<file path="config.mk">
export PLATFORM = sky130hd
export DESIGN_NAME = dice_controller
export DESIGN_NICKNAME = d
export VERILOG_FILES = /design/src/rtl/ui_render_pkg.sv /design/src/rtl/dice_lfsr.sv /design/src/rtl/dice_controller.sv
export SDC_FILE = /design/constraint.sdc
export NUM_CORES = 1
export LEC_CHECK = 0
export CELL_PAD_IN_SITES_DETAIL_PLACEMENT = 2
export CELL_PAD_IN_SITES_GLOBAL_PLACEMENT = 2
export CORE_UTILIZATION = 38
export CTS_CLUSTER_DIAMETER = 30
export DETAILED_ROUTE_END_ITERATION = 10
export GPL_TIMING_DRIVEN = 0
export PLACE_DENSITY = 0.95
export SYNTH_ARGS = -nofsm -noshare
export SYNTH_HDL_FRONTEND = slang
export SYNTH_SLANG_ARGS = --single-unit
</file>
<file path="constraint.sdc">
create_clock -name clk -period 5.5 [get_ports clk]
set_input_delay 0.55 -clock clk [delete_from_list [all_inputs] [get_ports clk]]
set_output_delay 0.55 -clock clk [all_outputs]
set_load 0.005 [all_outputs]
</file>
<file path="src/rtl/ui_render_pkg.sv">
`default_nettype none
// ============================================================================
// Package     : ui_render_pkg
// Description : Types, constants and small helpers shared by the dice
//               controller and its LFSR.
//                 dice_state_t  - controller FSM state encoding
//                 TILE_LAST     - final board tile (reaching it ends the game)
//                 LFSR_POLY     - feedback tap mask for x^8+x^6+x^5+x^4+1
// Revision    : 1.0 - initial release
// ============================================================================
package ui_render_pkg;

  typedef enum logic [2:0] {
    IDLE      = 3'd0,
    ROLLING   = 3'd1,
    ISSUE     = 3'd2,
    WAIT_DONE = 3'd3,
    OVER      = 3'd4
  } dice_state_t;

  localparam logic [3:0] TILE_LAST = 4'd9;

  // Taps at bit positions 7,5,4,3 of a shift-left register, i.e. the
  // polynomial terms x^8, x^6, x^5 and x^4.
  localparam logic [7:0] LFSR_POLY = 8'hB8;

  // One Fibonacci step: shift left, new LSB is the XOR of the tapped bits.
  function automatic logic [7:0] lfsr_next(input logic [7:0] s);
    return {s[6:0], ^(s & LFSR_POLY)};
  endfunction

  // Map an LFSR state onto a die face 1..3.
  function automatic logic [1:0] lfsr_face(input logic [7:0] s);
    return 2'(s % 8'd3) + 2'd1;
  endfunction

  // Face 1..3 to {move_3, move_2, move_1}; anything else gives no command.
  function automatic logic [2:0] face_onehot(input logic [1:0] f);
    logic [2:0] oh;
    case (f)
      2'd1:    oh = 3'b001;
      2'd2:    oh = 3'b010;
      2'd3:    oh = 3'b100;
      default: oh = 3'b000;
    endcase
    return oh;
  endfunction

endpackage
`default_nettype wire

</file>
<file path="src/rtl/dice_lfsr.sv">
`default_nettype none
// ============================================================================
// Module      : dice_lfsr
// Description : Free-running 8-bit Fibonacci LFSR (x^8+x^6+x^5+x^4+1).
//               Advances on every clock; never holds zero.
// Ports       : clk     - clock
//               rst     - asynchronous active-high reset (loads SEED)
//               state_o - current LFSR state
// Revision    : 1.0 - initial release
// ============================================================================
module dice_lfsr
  import ui_render_pkg::*;
#(
  parameter logic [7:0] SEED = 8'hA5
) (
  input  logic       clk,
  input  logic       rst,
  output logic [7:0] state_o
);

  // A zero seed would lock the register at zero forever; fall back to 1.
  localparam logic [7:0] SAFE_SEED = (SEED == 8'h00) ? 8'h01 : SEED;

  logic [7:0] state_q;
  logic [7:0] state_d;

  always_comb begin
    state_d = lfsr_next(state_q);
    // Only reachable if the register was upset; recover instead of locking.
    if (state_q == 8'h00) begin
      state_d = SAFE_SEED;
    end
  end

  always_ff @(posedge clk or posedge rst) begin
    if (rst) begin
      state_q <= SAFE_SEED;
    end else begin
      state_q <= state_d;
    end
  end

  assign state_o = state_q;

endmodule
`default_nettype wire

</file>
<file path="src/rtl/dice_controller.sv">
`default_nettype none
// ============================================================================
// Module      : dice_controller
// Description : Board-game dice controller. A rising edge on btn_roll in
//               IDLE starts a rolling animation; the final face is drawn
//               from an LFSR and issued as one step command (move_1/2/3)
//               to the player controller, which must acknowledge by raising
//               is_moving. Completed moves are counted; landing on the last
//               tile ends the game until reset.
// Ports       : clk, rst      - clock, asynchronous active-high reset
//               btn_roll      - debounced roll request (level)
//               is_moving     - player controller busy moving/jumping
//               current_tile  - player's tile, 0..9
//               move_1/2/3    - step commands (one-hot or all low)
//               dice_value    - displayed face, 0 before first roll
//               rolling       - high during the rolling animation
//               busy          - high outside IDLE and OVER
//               game_over     - sticky, player reached the last tile
//               move_fail     - one-cycle pulse on command timeout
//               turn_count    - completed turns, saturating at 255
// Revision    : 1.0 - initial release
// ============================================================================
module dice_controller
  import ui_render_pkg::*;
#(
  parameter int         ROLL_CYCLES = 48,
  parameter int         SPIN_DIV    = 4,
  parameter int         ACK_TIMEOUT = 8,
  parameter logic [7:0] LFSR_SEED   = 8'hA5
) (
  input  logic       clk,
  input  logic       rst,
  input  logic       btn_roll,
  input  logic       is_moving,
  input  logic [3:0] current_tile,
  output logic       move_1,
  output logic       move_2,
  output logic       move_3,
  output logic [1:0] dice_value,
  output logic       rolling,
  output logic       busy,
  output logic       game_over,
  output logic       move_fail,
  output logic [7:0] turn_count
);

  localparam int ROLL_W = (ROLL_CYCLES > 1) ? $clog2(ROLL_CYCLES) : 1;
  localparam int SPIN_W = (SPIN_DIV    > 1) ? $clog2(SPIN_DIV)    : 1;
  localparam int ACK_W  = (ACK_TIMEOUT > 1) ? $clog2(ACK_TIMEOUT) : 1;

  localparam logic [ROLL_W-1:0] ROLL_LAST = ROLL_W'(ROLL_CYCLES - 1);
  localparam logic [SPIN_W-1:0] SPIN_LAST = SPIN_W'(SPIN_DIV - 1);
  localparam logic [ACK_W-1:0]  ACK_LAST  = ACK_W'(ACK_TIMEOUT - 1);

  dice_state_t       state_q, state_d;
  logic [ROLL_W-1:0] roll_cnt_q, roll_cnt_d;
  logic [SPIN_W-1:0] spin_cnt_q, spin_cnt_d;
  logic [ACK_W-1:0]  ack_cnt_q, ack_cnt_d;
  logic              btn_q;
  logic [1:0]        dice_q, dice_d;
  logic [2:0]        move_q, move_d;
  logic              rolling_q, rolling_d;
  logic              busy_q, busy_d;
  logic              game_over_q, game_over_d;
  logic              move_fail_q, move_fail_d;
  logic [7:0]        turn_q, turn_d;

  logic [7:0]        lfsr_state;
  logic              btn_rise;

  dice_lfsr #(
    .SEED    (LFSR_SEED)
  ) u_lfsr (
    .clk     (clk),
    .rst     (rst),
    .state_o (lfsr_state)
  );

  // History only; whether an edge matters is decided by the FSM, so edges
  // seen outside IDLE are simply dropped rather than remembered.
  assign btn_rise = btn_roll & ~btn_q;

  always_comb begin
    state_d     = state_q;
    roll_cnt_d  = roll_cnt_q;
    spin_cnt_d  = spin_cnt_q;
    ack_cnt_d   = ack_cnt_q;
    dice_d      = dice_q;
    turn_d      = turn_q;
    move_fail_d = 1'b0;

    case (state_q)
      IDLE: begin
        if (btn_rise && !is_moving) begin
          state_d    = ROLLING;
          roll_cnt_d = '0;
          spin_cnt_d = '0;
          dice_d     = 2'd1;
        end
      end

      ROLLING: begin
        if (roll_cnt_q == ROLL_LAST) begin
          dice_d    = lfsr_face(lfsr_state);
          ack_cnt_d = '0;
          state_d   = ISSUE;
        end else begin
          roll_cnt_d = roll_cnt_q + 1'b1;
          if (spin_cnt_q == SPIN_LAST) begin
            spin_cnt_d = '0;
            dice_d     = (dice_q == 2'd3) ? 2'd1 : dice_q + 2'd1;
          end else begin
            spin_cnt_d = spin_cnt_q + 1'b1;
          end
        end
      end

      ISSUE: begin
        // An acknowledge on the last allowed cycle still wins over timeout.
        if (is_moving) begin
          state_d = WAIT_DONE;
        end else if (ack_cnt_q == ACK_LAST) begin
          move_fail_d = 1'b1;
          state_d     = IDLE;
        end else begin
          ack_cnt_d = ack_cnt_q + 1'b1;
        end
      end

      WAIT_DONE: begin
        if (!is_moving) begin
          if (turn_q != 8'hFF) begin
            turn_d = turn_q + 8'd1;
          end
          state_d = (current_tile == TILE_LAST) ? OVER : IDLE;
        end
      end

      OVER: begin
        state_d = OVER;
      end

      default: begin
        state_d = IDLE;
      end
    endcase

    // Outputs are registered from the next state so they line up with the
    // state register instead of lagging it by a cycle.
    move_d      = (state_d == ISSUE) ? face_onehot(dice_d) : 3'b000;
    rolling_d   = (state_d == ROLLING);
    busy_d      = (state_d != IDLE) && (state_d != OVER);
    game_over_d = game_over_q | (state_d == OVER);
  end

  always_ff @(posedge clk or posedge rst) begin
    if (rst) begin
      state_q     <= IDLE;
      roll_cnt_q  <= '0;
      spin_cnt_q  <= '0;
      ack_cnt_q   <= '0;
      btn_q       <= 1'b0;
      dice_q      <= 2'd0;
      move_q      <= 3'b000;
      rolling_q   <= 1'b0;
      busy_q      <= 1'b0;
      game_over_q <= 1'b0;
      move_fail_q <= 1'b0;
      turn_q      <= 8'd0;
    end else begin
      state_q     <= state_d;
      roll_cnt_q  <= roll_cnt_d;
      spin_cnt_q  <= spin_cnt_d;
      ack_cnt_q   <= ack_cnt_d;
      btn_q       <= btn_roll;
      dice_q      <= dice_d;
      move_q      <= move_d;
      rolling_q   <= rolling_d;
      busy_q      <= busy_d;
      game_over_q <= game_over_d;
      move_fail_q <= move_fail_d;
      turn_q      <= turn_d;
    end
  end

  assign move_1     = move_q[0];
  assign move_2     = move_q[1];
  assign move_3     = move_q[2];
  assign dice_value = dice_q;
  assign rolling    = rolling_q;
  assign busy       = busy_q;
  assign game_over  = game_over_q;
  assign move_fail  = move_fail_q;
  assign turn_count = turn_q;

endmodule
`default_nettype wire
</file>
==> run_results.csv, run 1 <==
group,metric,value,unit
timing,fin_crit,4.39,ns
min_path,hold_path.class,"flip-flop to flip-flop",
synthesis,syn_area,2300,um2
synthesis,synthCells,238,
route,wl_per_cell,18.7,um
clocking,cts_tree,"yes",
floorplanning,initial_core_util,0.405,
clocking,ctsResizeCount,0,
global_routing,grt_pass1_vias,2058,
global_routing,grt_max_degree,41,
clocking,post_cts_buffers,0,
route,via_count,1875,
global_routing,grt_pass1_wl,10600,um
timing,fin_skew,0.00883,ns
clocking,cts.sinks,40,
final_layout,n_antenna_cell,0,
critical_path,path_class,"flip-flop to flip-flop",
outcome,status,"finished, final reports clean",
synthesis,synth_area_per_cell,9.66,um2
timing,rsz0062_at_grt,"false",
power,p_per_area,302,nW/um2
place,placed_area,2630,um2
global_routing,antenna_found_initial,0,
flow_run,cap_violations,0,
synthesis,async_reset_ff_frac,1.00,
critical_path,cp.required,5.70,ns
place,gp_congestion,0.744,
route,drtAntennaViolNets,0,
power,p_leak,0.00121,uW
global_routing,track_usage,0.223,
timing,fin_setup_tns,0,ns
power,worst_ir_drop_vdd,0.306,mV
final_layout,nets,286,
floorplanning,rows,27,
final_layout,mostFrequentLayoutCell,"dfrtp_1",
final_layout,syn2layout_area_growth,18.4,%
clocking,clock-root-buffer,"clkbuf_8",
synthesis,ys.flop_type,"dfrtp_1",
synthesis,yosysSeqAreaShare,0.437,
floorplanning,core,5680,um2
route,dr.first_iter.drc_count,54,
clocking,clk_latency,0.30,ns
final_layout,drive_gt1_frac,0.104,
synthesis,synth_edf_count,0,
clocking,clkSlewWorstSetupHoldPaths,0.08,ns
route,routed_wirelength,6390,um
synthesis,yosysUniqueCellTypes,56,
route,dr.pass1.iters,4,
clocking,cts.htree.levels,2,
floorplanning,die_w,79.8,um
floorplanning,dieArea,6370,um2
timing,max_freq,0.228,GHz
synthesis,synth_seq_cells,40,
timing,maxSlewViolCount,0,
critical_path,crit_arrival,4.59,ns
final_layout,fillers,614,
critical_path,cp-start-kind,"flip-flop",
timing,setup_viol,0,
clocking,hold_buffers,0,
floorplanning,die_y,79.8,um
final_layout,postLayoutCellArea,2720,um2
critical_path,worst-path-max-fanout,10,
timing,finalHoldViolCount,0,
floorplanning,ioPinCount,25,
final_layout,final_cell_mix,"dfrtp_1 (36), nand2_1 (30), clkdlybuf4s50_1 (24)",
power,p_total,822,uW
timing,slew_headroom,0.433,
critical_path,end_kind,"flip-flop",
route,drc_errors,0,
synthesis,synth_warnings,0,
timing,worst_slew_pin_slew,0.849,ns
clocking,cts_buffers,5,
timing,finalCritPeriodShare,0.797,
clocking,cts_buffer_depth,2,
place,io_buffers,24,
synthesis,syn-num-nets,255,
global_routing,overflow,0,
route,vias_per_cell,5.48,
place,place_hpwl,4700,um
==> synthesized netlist by cell type (4+ instances only) <==
master,number,area (um2)
dfrtp_1,36,901
nand2_1,30,113
nor2_1,16,60.1
xnor2_1,10,87.6
ha_1,9,113
nand3_1,9,45.0
inv_1,8,30.0
nand2b_1,7,43.8
nand4_1,7,43.8
clkbuf_1,6,22.5
nor2b_1,6,37.5
nor3_1,6,30.0
o21ai_0,6,30.0
xor2_1,6,52.6
o21ai_1,5,25.0
and2_1,4,25.0
dfstp_2,4,105
mux2i_1,4,40.0
nor3b_1,4,30.0
==> through the flow <==
| step | cells | util | setup WS, ns | hold WS, ns |
|---|---|---|---|---|
| 4_1_cts | 342 | 0.480 | 1.08 | 0.494 |
| 5_1_grt | 342 | 0.480 | 0.847 | 0.518 |
| 2_1_floorplan | 238 | - | 1.72 | 0.443 |
| 3_5_place_dp | 334 | 0.463 | 1.10 | 0.477 |
| 6_report | 342 | 0.480 | 1.11 | 0.487 |
| 3_3_place_gp | 334 | 0.463 | 1.35 | 0.456 |
==> cell type report <==
| cell class | count | area (um2) | area share |
|---|---|---|---|
| sequential | 40 | 1010 | 0.369 |
| clock inverter | 2 | 10.0 | 0.00368 |
| inverter | 9 | 33.8 | 0.0124 |
| timing repair buffer | 24 | 240 | 0.0882 |
| buffer | 12 | 70.1 | 0.0257 |
| tap | 72 | 90.1 | 0.0331 |
| multi-input combinational | 177 | 1190 | 0.437 |
| clock buffer | 6 | 82.6 | 0.0303 |
==> routing by layer <==
metal | global-route usage | part of all wire
met3 | 0.0366 | 0.022
met5 | 0 | 0
met2 | 0.412 | 0.52
met1 | 0.255 | 0.43
met4 | 0.0821 | 0.025
==> path summary, 6_finish.rpt <==
kind | start | slack (ns) | depth (start not counted) | endpoint
setup / recovery | u_lfsr.state_o[5]$_DFF_PP1_ | 1.11 | 19 | move_q[1]$_DFF_PP0_
hold / removal | spin_cnt_q[1]$_DFFE_PP0P_ | 0.49 | 2 | spin_cnt_q[1]$_DFFE_PP0P_
setup reg to reg | u_lfsr.state_o[5]$_DFF_PP1_ | 1.11 | 19 | move_q[1]$_DFF_PP0_
hold reg to reg | spin_cnt_q[1]$_DFFE_PP0P_ | 0.49 | 2 | spin_cnt_q[1]$_DFFE_PP0P_
max in group asynchronous | rst | 4.22 | 2 | spin_cnt_q[1]$_DFFE_PP0P_
min in group asynchronous | rst | 0.75 | 2 | u_lfsr.state_o[6]$_DFF_PP0_
==> flip-flops by register name (all words and copies together) (netlist names), 2 cells and up <==
register	cells
u_lfsr.state_o	8
roll_cnt_q	6
state_q	3
spin_cnt_q	2
move_q	3
ack_cnt_q	3
dice_value	2
turn_count	8
==> worst max-delay path, cell delays in order (launching register included) <==
cell and delay (ns):
dfstp_2 0.52, clkbuf_2 0.20, and3b_1 0.23, a211oi_2 0.19
o22ai_1 0.16, nor3_4 0.27, xnor2_1 0.17, ha_1 0.25
nor2_1 0.09, nand3_1 0.11, mux2i_1 0.07, a41o_1 0.20
nor3_1 0.41, inv_1 0.09, ha_1 0.19, a21o_1 0.15
a221o_1 0.35, mux2i_1 0.17, or2_1 0.26, a211oi_1 0.21
==> logic make-up (layout without fill, tap and decap cells) <==
group	after synthesis	count (layout)	synth area share
flip-flops	40	40	0.437
multiplexers	4	4	0.0174
AO/OA/AOI/OAI	36	36	0.111
adder cells (fa/ha/maj)	9	9	0.0490
XOR/XNOR	16	16	0.0609
buffers and inverters	21	53	0.0451
AND/OR/NAND/NOR	112	112	0.279
==> power breakdown <==
group	total, uW	switching, uW	internal [uW]
Sequential	393	48.0	345
Clock	207	107	100
Combinational	222	120	102
(Power assumes the default switching activity.)
==> inputs of run 2 (changes only) <==
CORE_UTILIZATION = 35   (was 38)
PLACE_DENSITY = 0.89   (was 0.95)
clock period = 4.1 ns   (was 5.5 ns; I/O delays follow)
==> run_results.csv, run 2 (synthesis gave the netlist of run 1 again) <==
group,metric,value,unit
power,p_leak,0.00127,uW
global_routing,grt_pass1_wl,11100,um
critical_path,path_class,"flip-flop to flip-flop",
final_layout,fin_util,0.453,
clocking,cts.sinks,40,
route,dr_wl_met2,3760,um
critical_path,cp.required,4.31,ns
flow_run,cap_violations,0,
route,wl_met3,108,um
route,vias_per_cell,5.37,
place,gp_congestion,0.745,
critical_path,crit_path_start,"u_lfsr.state_o[5]$_DFF_PP1_",
global_routing,antenna_found_initial,0,
route,routed_wirelength,6710,um
power,worst_ir_drop_vdd,0.312,mV
final_layout,drive_gt1_frac,0.186,
route,dr.pass1.iters,4,
final_layout,fillers,695,
power,p_total,1100,uW
timing,rsz0062_at_grt,"true",
global_routing,overflow,0,
clocking,clk_latency,0.30,ns
place,io_buffers,24,
timing,fin_crit,3.94,ns
route,top_layer,"met4",
floorplanning,ioPinCount,25,
floorplanning,rows,29,
timing,worst_slew_pin_slew,0.838,ns
floorplanning,die_w,83.1,um
route,drt-met1-wl,2770,um
global_routing,grt_pass1_vias,2101,
critical_path,cp-start-kind,"flip-flop",
final_layout,n_antenna_cell,0,
timing,fin_setup_tns,0,ns
power,p_per_area,381,nW/um2
floorplanning,core,6350,um2
timing,max_freq,0.254,GHz
place,place_hpwl,4870,um
route,via_count,1911,
final_layout,nets,295,
timing,finalHoldViolCount,0,
route,dr.first_iter.drc_count,28,
critical_path,worst-path-max-fanout,7,
clocking,clkSlewWorstSetupHoldPaths,0.09,ns
clocking,cts_buffers,5,
outcome,status,"finished, final reports clean",
route,drtAntennaViolNets,0,
critical_path,crit_end,"move_q[1]$_DFF_PP0_",
critical_path,end_kind,"flip-flop",
timing,finalCritPeriodShare,0.962,
critical_path,r2r-end,"move_q[1]$_DFF_PP0_",
final_layout,mostFrequentLayoutCell,"dfrtp_1",
final_layout,syn2layout_area_growth,25.1,%
critical_path,crit_arrival,4.16,ns
clocking,clock-root-buffer,"clkbuf_8",
global_routing,track_usage,0.205,
critical_path,worstRegToRegCells,19,
floorplanning,dieArea,6900,um2
timing,maxSlewViolCount,0,
clocking,hold_buffers,0,
route,wl_per_cell,18.8,um
route,drc_errors,0,
global_routing,grt_max_degree,41,
critical_path,reg2reg_from,"u_lfsr.state_o[5]$_DFF_PP1_",
clocking,cts.htree.levels,2,
min_path,hold_path.class,"flip-flop to flip-flop",
critical_path,r2r_setup_slack,0.16,ns
floorplanning,initial_core_util,0.362,
floorplanning,die_y,83.1,um
clocking,cts_tree,"yes",
clocking,cts_buffer_depth,2,
timing,setup_viol,0,
final_layout,final_cell_mix,"dfrtp_1 (35), nand2_1 (30), clkdlybuf4s50_1 (24)",
timing,fin_skew,0.0132,ns
timing,slew_headroom,0.441,
[run 2: worst min-delay path by stage]
stage                                         start  slack [ns]                         to  cells past startpoint
after global placement          game_over$_DFF_PP0_        0.45        game_over$_DFF_PP0_                      1
after CTS                       game_over$_DFF_PP0_        0.49        game_over$_DFF_PP0_                      1
after floorplan                            btn_roll        0.44            btn_q$_DFF_PP0_                      0
final                           game_over$_DFF_PP0_        0.48        game_over$_DFF_PP0_                      1
after detailed placement        game_over$_DFF_PP0_        0.46        game_over$_DFF_PP0_                      1
after global routing      spin_cnt_q[1]$_DFFE_PP0P_        0.50  spin_cnt_q[1]$_DFFE_PP0P_                      2
[run 2: timing repair]
item                                    4_1_cts  5_1_grt
buffers inserted                              1        9
resized for setup                             3       17
pin swaps                                     2       12
endpoints found under the setup margin        5        5
[run 2: power breakdown]
part | internal [uW] | switching (uW)
registers | 463 | 69.1
logic | 143 | 155
clock network | 119 | 145
total | 726 | 370
[run 2: stage by stage]
stage | cells | worst slack (ns) | hold WS [ns] | cell area [um2]
final | 356 | 0.157 | 0.477 | 2880
after global routing | 356 | -0.0209 | 0.500 | 2880
after CTS | 347 | 0.0237 | 0.485 | 2740
after detailed placement | 339 | -0.360 | 0.464 | 2640
after global placement | 339 | -0.0562 | 0.455 | 2640
after floorplan | 238 | 0.324 | 0.441 | 2300
[run 2: per-layer routing]
| layer | GRT usage | up-vias |
|---|---|---|
| met5 | 0 | - |
| met4 | 0.0517 | 0 |
| met3 | 0.0328 | 7 |
| met2 | 0.383 | 15 |
| met1 | 0.244 | 976 |
| li1 | - | 913 |
[run 2: cell type report]
class | count | area, um2 | share of cell area
multi-input combinational | 177 | 1270 | 0.442
clock buffer | 6 | 72.6 | 0.0252
inverter | 9 | 33.8 | 0.0117
clock inverter | 2 | 12.5 | 0.00435
buffer | 11 | 65.1 | 0.0226
tap | 77 | 96.3 | 0.0335
timing repair buffer | 34 | 319 | 0.111
sequential | 40 | 1010 | 0.350
[run 2: worst max-delay path: stages (launching register included)]
cell and delay, ns:
dfstp_2 0.60, and3b_1 0.21, a211oi_2 0.26, o22ai_2 0.14, nor3_4 0.16, xnor2_1 0.15
ha_2 0.26, nor2_4 0.07, nand3_2 0.09, mux2i_1 0.07, a41o_1 0.24, nor3_4 0.16
inv_1 0.07, ha_2 0.16, a21o_1 0.14, a221o_1 0.30, buf_6 0.15, mux2i_2 0.14
or2_1 0.27, a211oi_2 0.21
==> inputs of run 3 (changes only) <==
--- a/config.mk
+++ b/config.mk
@@ -9,3 +9,3 @@
 export CELL_PAD_IN_SITES_GLOBAL_PLACEMENT = 2
-export CORE_UTILIZATION = 35
+export CORE_UTILIZATION = 38
 export CTS_CLUSTER_DIAMETER = 30
@@ -13,3 +13,3 @@
 export GPL_TIMING_DRIVEN = 0
-export PLACE_DENSITY = 0.89
+export PLACE_DENSITY = 0.95
 export SYNTH_ARGS = -nofsm -noshare
==> constraint.sdc (replaced) <==
create_clock -name clk -period 4.9 [get_ports clk]
set_input_delay 1.47 -clock clk [delete_from_list [all_inputs] [get_ports clk]]
set_output_delay 1.47 -clock clk [all_outputs]
set_load 0.005 [all_outputs]
==> results of run 3 <==
Same layout as run 1 (identical final DEF). Status: finished, final reports clean.
Main changes from that run: setup slack after placement 1.10 ns -> 0.500 ns; setup slack after layout 1.11 ns -> 0.514 ns; register-to-register setup slack 1.11 ns -> 0.51 ns; total power 822 uW -> 923 uW; worst IR drop on VDD 0.306 mV -> 0.343 mV
==> RTL change 1 (config.mk and constraints of run 2) <==
The parameter `SPIN_DIV` goes from 4 to 8.
--- a/src/rtl/dice_controller.sv
+++ b/src/rtl/dice_controller.sv
@@ -26,3 +26,3 @@
   parameter int         ROLL_CYCLES = 48,
-  parameter int         SPIN_DIV    = 4,
+  parameter int         SPIN_DIV    = 8,
   parameter int         ACK_TIMEOUT = 8,
Behaviour: not the same (Yosys sat finds a counterexample within 10 cycles, from zero or initial values and one cycle with rst high).
==> RTL change 1 against run 2 <==
Count of clock-buffer cells in the layout up 1; routed wire length down 12%; sequential cell count up 1; die area down 0.70%; worst setup slack better by 0.13 ns; design area down 3.8%; sequential share of layout area up 2.2 points; non-clock buffer count down 10; synthesized area down 0.71%; sequential power up 15%; total power up 26%; largest power group unchanged.
==> RTL change 1: results (changes against run 2) <==
status - complete, no violations (unchanged)
first-pass GRT wire length - 9650 microns (was 11100 microns)
fill count - 685 (was 695)
worst hold slack - 0.484 ns (was 0.477 ns)
reg2reg setup slack - 0.28 ns (was 0.16 ns)
nets - 284 (was 295)
crit path DAT - 4.01 ns (was 4.16 ns)
hold_sp - game_over (unchanged)
Total Power - 1.39 mW (was 1.10 mW)
synth unique cells - 59 (was 56)
CP delay by family, top - simple AND/OR/NAND/NOR gates (was compound AO/OA/AOI/OAI gates)
placed wire-length estimate - 4200 microns (was 4870 microns)
Seq/Total Area, Yosys - 45.2% (was 43.7%)
Starting DRT DRC Count - 29 (was 28)
Post-Synth XOR/XNOR Area - 6.14% (was 6.09%)
Adder-Cell Fraction of Synth Area - 5.48% (was 4.90%)
Clock Skews - 0.00305 ns (was 0.0132 ns)
GP Congestion - 0.768 (was 0.745)
routed length on met1 - 2600 microns (was 2770 microns)
switching part of the total - 34.9% (was 33.7%)
post-synthesis mux area share - 1.37% (was 1.74%)
Synth area leaders - dfrtp_1, ha_1, nand2_1, dfstp_2, xnor2_1 (unchanged)
asr flop ratio synth - 100% (unchanged)
Total GRT Usage - 19.1% (was 20.5%)
number of buffers created by CTS - 5 (unchanged)
CP max stage delay - 0.53 ns (was 0.60 ns)
worst-path maximum fanout - 9 (was 7)
vias per inst - 5.44 (was 5.37)
depth of the CTS H-tree - 2 (unchanged)
final period utilization - 93.1% (was 96.2%)
Leak Pwr - 1.25 nW (was 1.27 nW)
average wire per standard cell - 17.2 microns (was 18.8 microns)
placed insts - 334 (was 339)
pre-CTS WS - 0.0240 ns (was -0.360 ns)
P_seq - 0.611 mW (was 0.533 mW)
syn avg cell area - 9.80 sq um (was 9.66 sq um)
WL met2 - 3110 microns (was 3760 microns)
commonest cells in the netlist - dfrtp_1, nand2_1, inv_1, nor2_1, o21ai_0 (was dfrtp_1, nand2_1, nor2_1)
actual slew at the worst max-slew pin - 0.902 ns (was 0.838 ns)
Max VDD drop - 319 uV (was 312 uV)
met3 wire length - 121 microns (was 108 microns)
RR Startpoint - u_lfsr.state_o[7] (was u_lfsr.state_o[5])
WHS Path Cells - 1 (unchanged)
placed cell areas - 2620 sq um (was 2640 sq um)
highest metal used - met4 (unchanged)
initial antenna violation count - 0 (unchanged)
reg2reg path depth - 16 (was 19)
Reg-to-Reg End - move_q[2] (was move_q[1])
largest net degree at the start of global routing - 42 (was 41)
vias in the first global route - 1951 (was 2101)
drt pass-1 iters - 4 (unchanged)
area fraction in compound gates after synthesis - 14.1% (was 11.1%)
Comb. pwr - 0.436 mW (was 0.299 mW)
share of layout cells above drive strength 1 - 13.5% (was 18.6%)
via count - 1873 (was 1911)
syn nets - 251 (was 255)
## RTL change 1: changes by cell type after synthesis, sizes merged, moves of 4 or more
cell           run 2  this run
a21oi              3         8
and3               2         6
clkbuf             7         3
inv                9        14
nand2b             8         0
nand3              9         4
nor2b              6         1
nor3               9         5
## RTL change 1: cell type report
class	count	area (sq um)	area share, %
Clock buffer	7	86.3	3.12
Clock inverter	1	30.0	1.08
Multi-Input combinational cell	168	1150	41.5
Timing Repair Buffer	26	255	9.22
Buffer	9	65.1	2.35
Tap cell	77	96.3	3.48
Sequential cell	41	1030	37.2
Inverter	15	56.3	2.03
## RTL change 1: layer usage
metal  up-vias  GRT usage (%)
li1        891              -
met1       953           23.7
met2        23           34.3
met3         6           2.95
met4         0           5.17
met5         -              0
## RTL change 1: timing repair
action / 4_1_cts / 5_1_grt
hold buffers: 0 / 0
endpoints found under the setup margin: 0 / 3
resized for setup: 0 / 3
hold endpoints to repair: 0 / 0
setup buffers: 0 / 2
==> RTL change 2 (config.mk and constraints of run 2) <==
Made on the original files. Put a register stage on the output `move_1`, without a reset. The value now appears one clock later. The other outputs are not delayed to match.
--- a/src/rtl/dice_controller.sv
+++ b/src/rtl/dice_controller.sv
@@ -185,3 +185,5 @@
 
-  assign move_1     = move_q[0];
+  always_ff @(posedge clk) begin
+    move_1 <= move_q[0];
+  end
   assign move_2     = move_q[1];
Check against the original RTL: same outputs for any inputs over 10 cycles, from zero or initial values and one cycle with rst high; that may be too few to reach the edited logic, so the function may still have changed.
==> RTL change 2 against run 2 <==
Sequential power is 5.6% higher; final cell count is 6.5% lower; count of clock-buffer cells in the layout is 1 higher; total power is 16% higher; synthesized cell count is 5.5% lower; fmax is 1.5% lower; die area is 2.2% lower; non-clock buffer count is 11 lower; largest power group unchanged; routed wire length is 11% higher; first-iteration DRC count grew to 2.9 times the old value; design area is 4.7% lower; worst setup slack worse by 0.058 ns; sequential cell count is 1 higher; synthesized area is 2.3% lower.
==> RTL change 2: results (changes against run 2) <==
pre-CTS WS - 0.0565 ns (was -0.360 ns)
Clock Skews - 0.0117 ns (was 0.0132 ns)
Mapped Cells - 225 (was 238)
vias per inst - 5.62 (was 5.37)
status - complete, no violations (unchanged)
Finished Layout Cells - 333 (was 356)
Total GRT Usage - 20.5% (about the same)
CP delay by family, top - simple AND/OR/NAND/NOR gates (was compound AO/OA/AOI/OAI gates)
Starting DRT DRC Count - 80 (was 28)
asr flop ratio synth - 97.6% (was 100%)
placed wire-length estimate - 4570 microns (was 4870 microns)
Seq/Total Area, Yosys - 45.7% (was 43.7%)
Synth area leaders - dfrtp_1, ha_1, dfstp_2, nand2_1, xnor2_1 (was dfrtp_1, ha_1, nand2_1, dfstp_2, xnor2_1)
Pwr per Cell Area - 463 nW/um^2 (was 381 nW/um^2)
syn nets - 242 (was 255)
fill count - 635 (was 695)
Max VDD drop - 266 uV (was 312 uV)
drt pass-1 iters - 4 (unchanged)
crit path DAT - 4.18 ns (was 4.16 ns)
post-synthesis mux area share - 0.501% (was 1.74%)
area fraction in compound gates after synthesis - 14.6% (was 11.1%)
switching part of the total - 34.5% (was 33.7%)
GP Congestion - 0.796 (was 0.745)
commonest cells in the netlist - dfrtp_1, nand2_1, nor2_1 (unchanged)
share of layout cells above drive strength 1 - 13.6% (was 18.6%)
Post-Synth XOR/XNOR Area - 6.24% (was 6.09%)
clock latency on the worst-skew pair - 0.30 ns (about the same)
Leak Pwr - 1.20 nW (was 1.27 nW)
nets - 274 (was 295)
vias in the first global route - 2070 (was 2101)
placed insts - 324 (was 339)
Worst slew margin - 43.3% (was 44.1%)
first-pass GRT wire length - 10000 microns (was 11100 microns)
synth unique cells - 60 (was 56)
Adder-Cell Fraction of Synth Area - 5.01% (was 4.90%)
average wire per standard cell - 22.3 microns (was 18.8 microns)
worst-path maximum fanout - 9 (was 7)
placed cell areas - 2580 sq um (was 2640 sq um)
CP max stage delay - 0.52 ns (was 0.60 ns)
[RTL change 2: power by group through the flow]
stage	registers (mW)	logic [mW]	clock network, mW
global placement	0.552	0.296	0
finish	0.563	0.362	0.345
floorplan	0.542	0.196	0
CTS	0.555	0.333	0.339
detailed placement	0.559	0.323	0
global route	0.572	0.395	0.365
[RTL change 2: repair_timing]
| action | CTS | global route |
|---|---|---|
| gates resized for setup | 1 | 5 |
| pin swaps | 0 | 3 |
| setup endpoints to repair | 3 | 5 |
| setup buffers | 0 | 2 |
| gates cloned | 0 | 0 |
[RTL change 2: final timing paths]
| kind | start | to | slack (ns) | cells after the start |
|---|---|---|---|---|
| min reg2reg | move_q[0] | move_1 | 0.38 | 0 |
| min in group asynchronous | rst | roll_cnt_q[1] | 0.60 | 2 |
| max | u_lfsr.state_o[7] | move_q[1] | 0.1 | 16 |
| max reg2reg | u_lfsr.state_o[7] | move_q[1] | 0.1 | 16 |
| min | move_q[0] | move_1 | 0.38 | 0 |
| max in group asynchronous | rst | spin_cnt_q[0] | 2.95 | 2 |
[RTL change 2: logic make-up after synthesis]
logic type / Yosys count
AO/OA/AOI/OAI: 43
XOR/XNOR: 16
adder cells (fa/ha/maj): 9
buffers and inverters: 21
flip-flops: 41
multiplexers: 1
AND/OR/NAND/NOR: 94
[RTL change 2: layout make-up]
cell class / count / area share (%)
Sequential cell: 41 / 37.4
Buffer: 8 / 1.60
Tap cell: 75 / 3.42
Inverter: 12 / 1.64
Multi-Input combinational cell: 163 / 42.4
Clock buffer: 7 / 3.15
Timing Repair Buffer: 26 / 9.31
Clock inverter: 1 / 1.10
[RTL change 2: metal layers]
layer	vias to the layer above	track usage, %	part of all wire, %
met5	-	0	0
met4	0	10.5	1.6
met3	15	3.30	2.0
met2	29	37.3	54
met1	961	22.9	43
li1	866	-	-
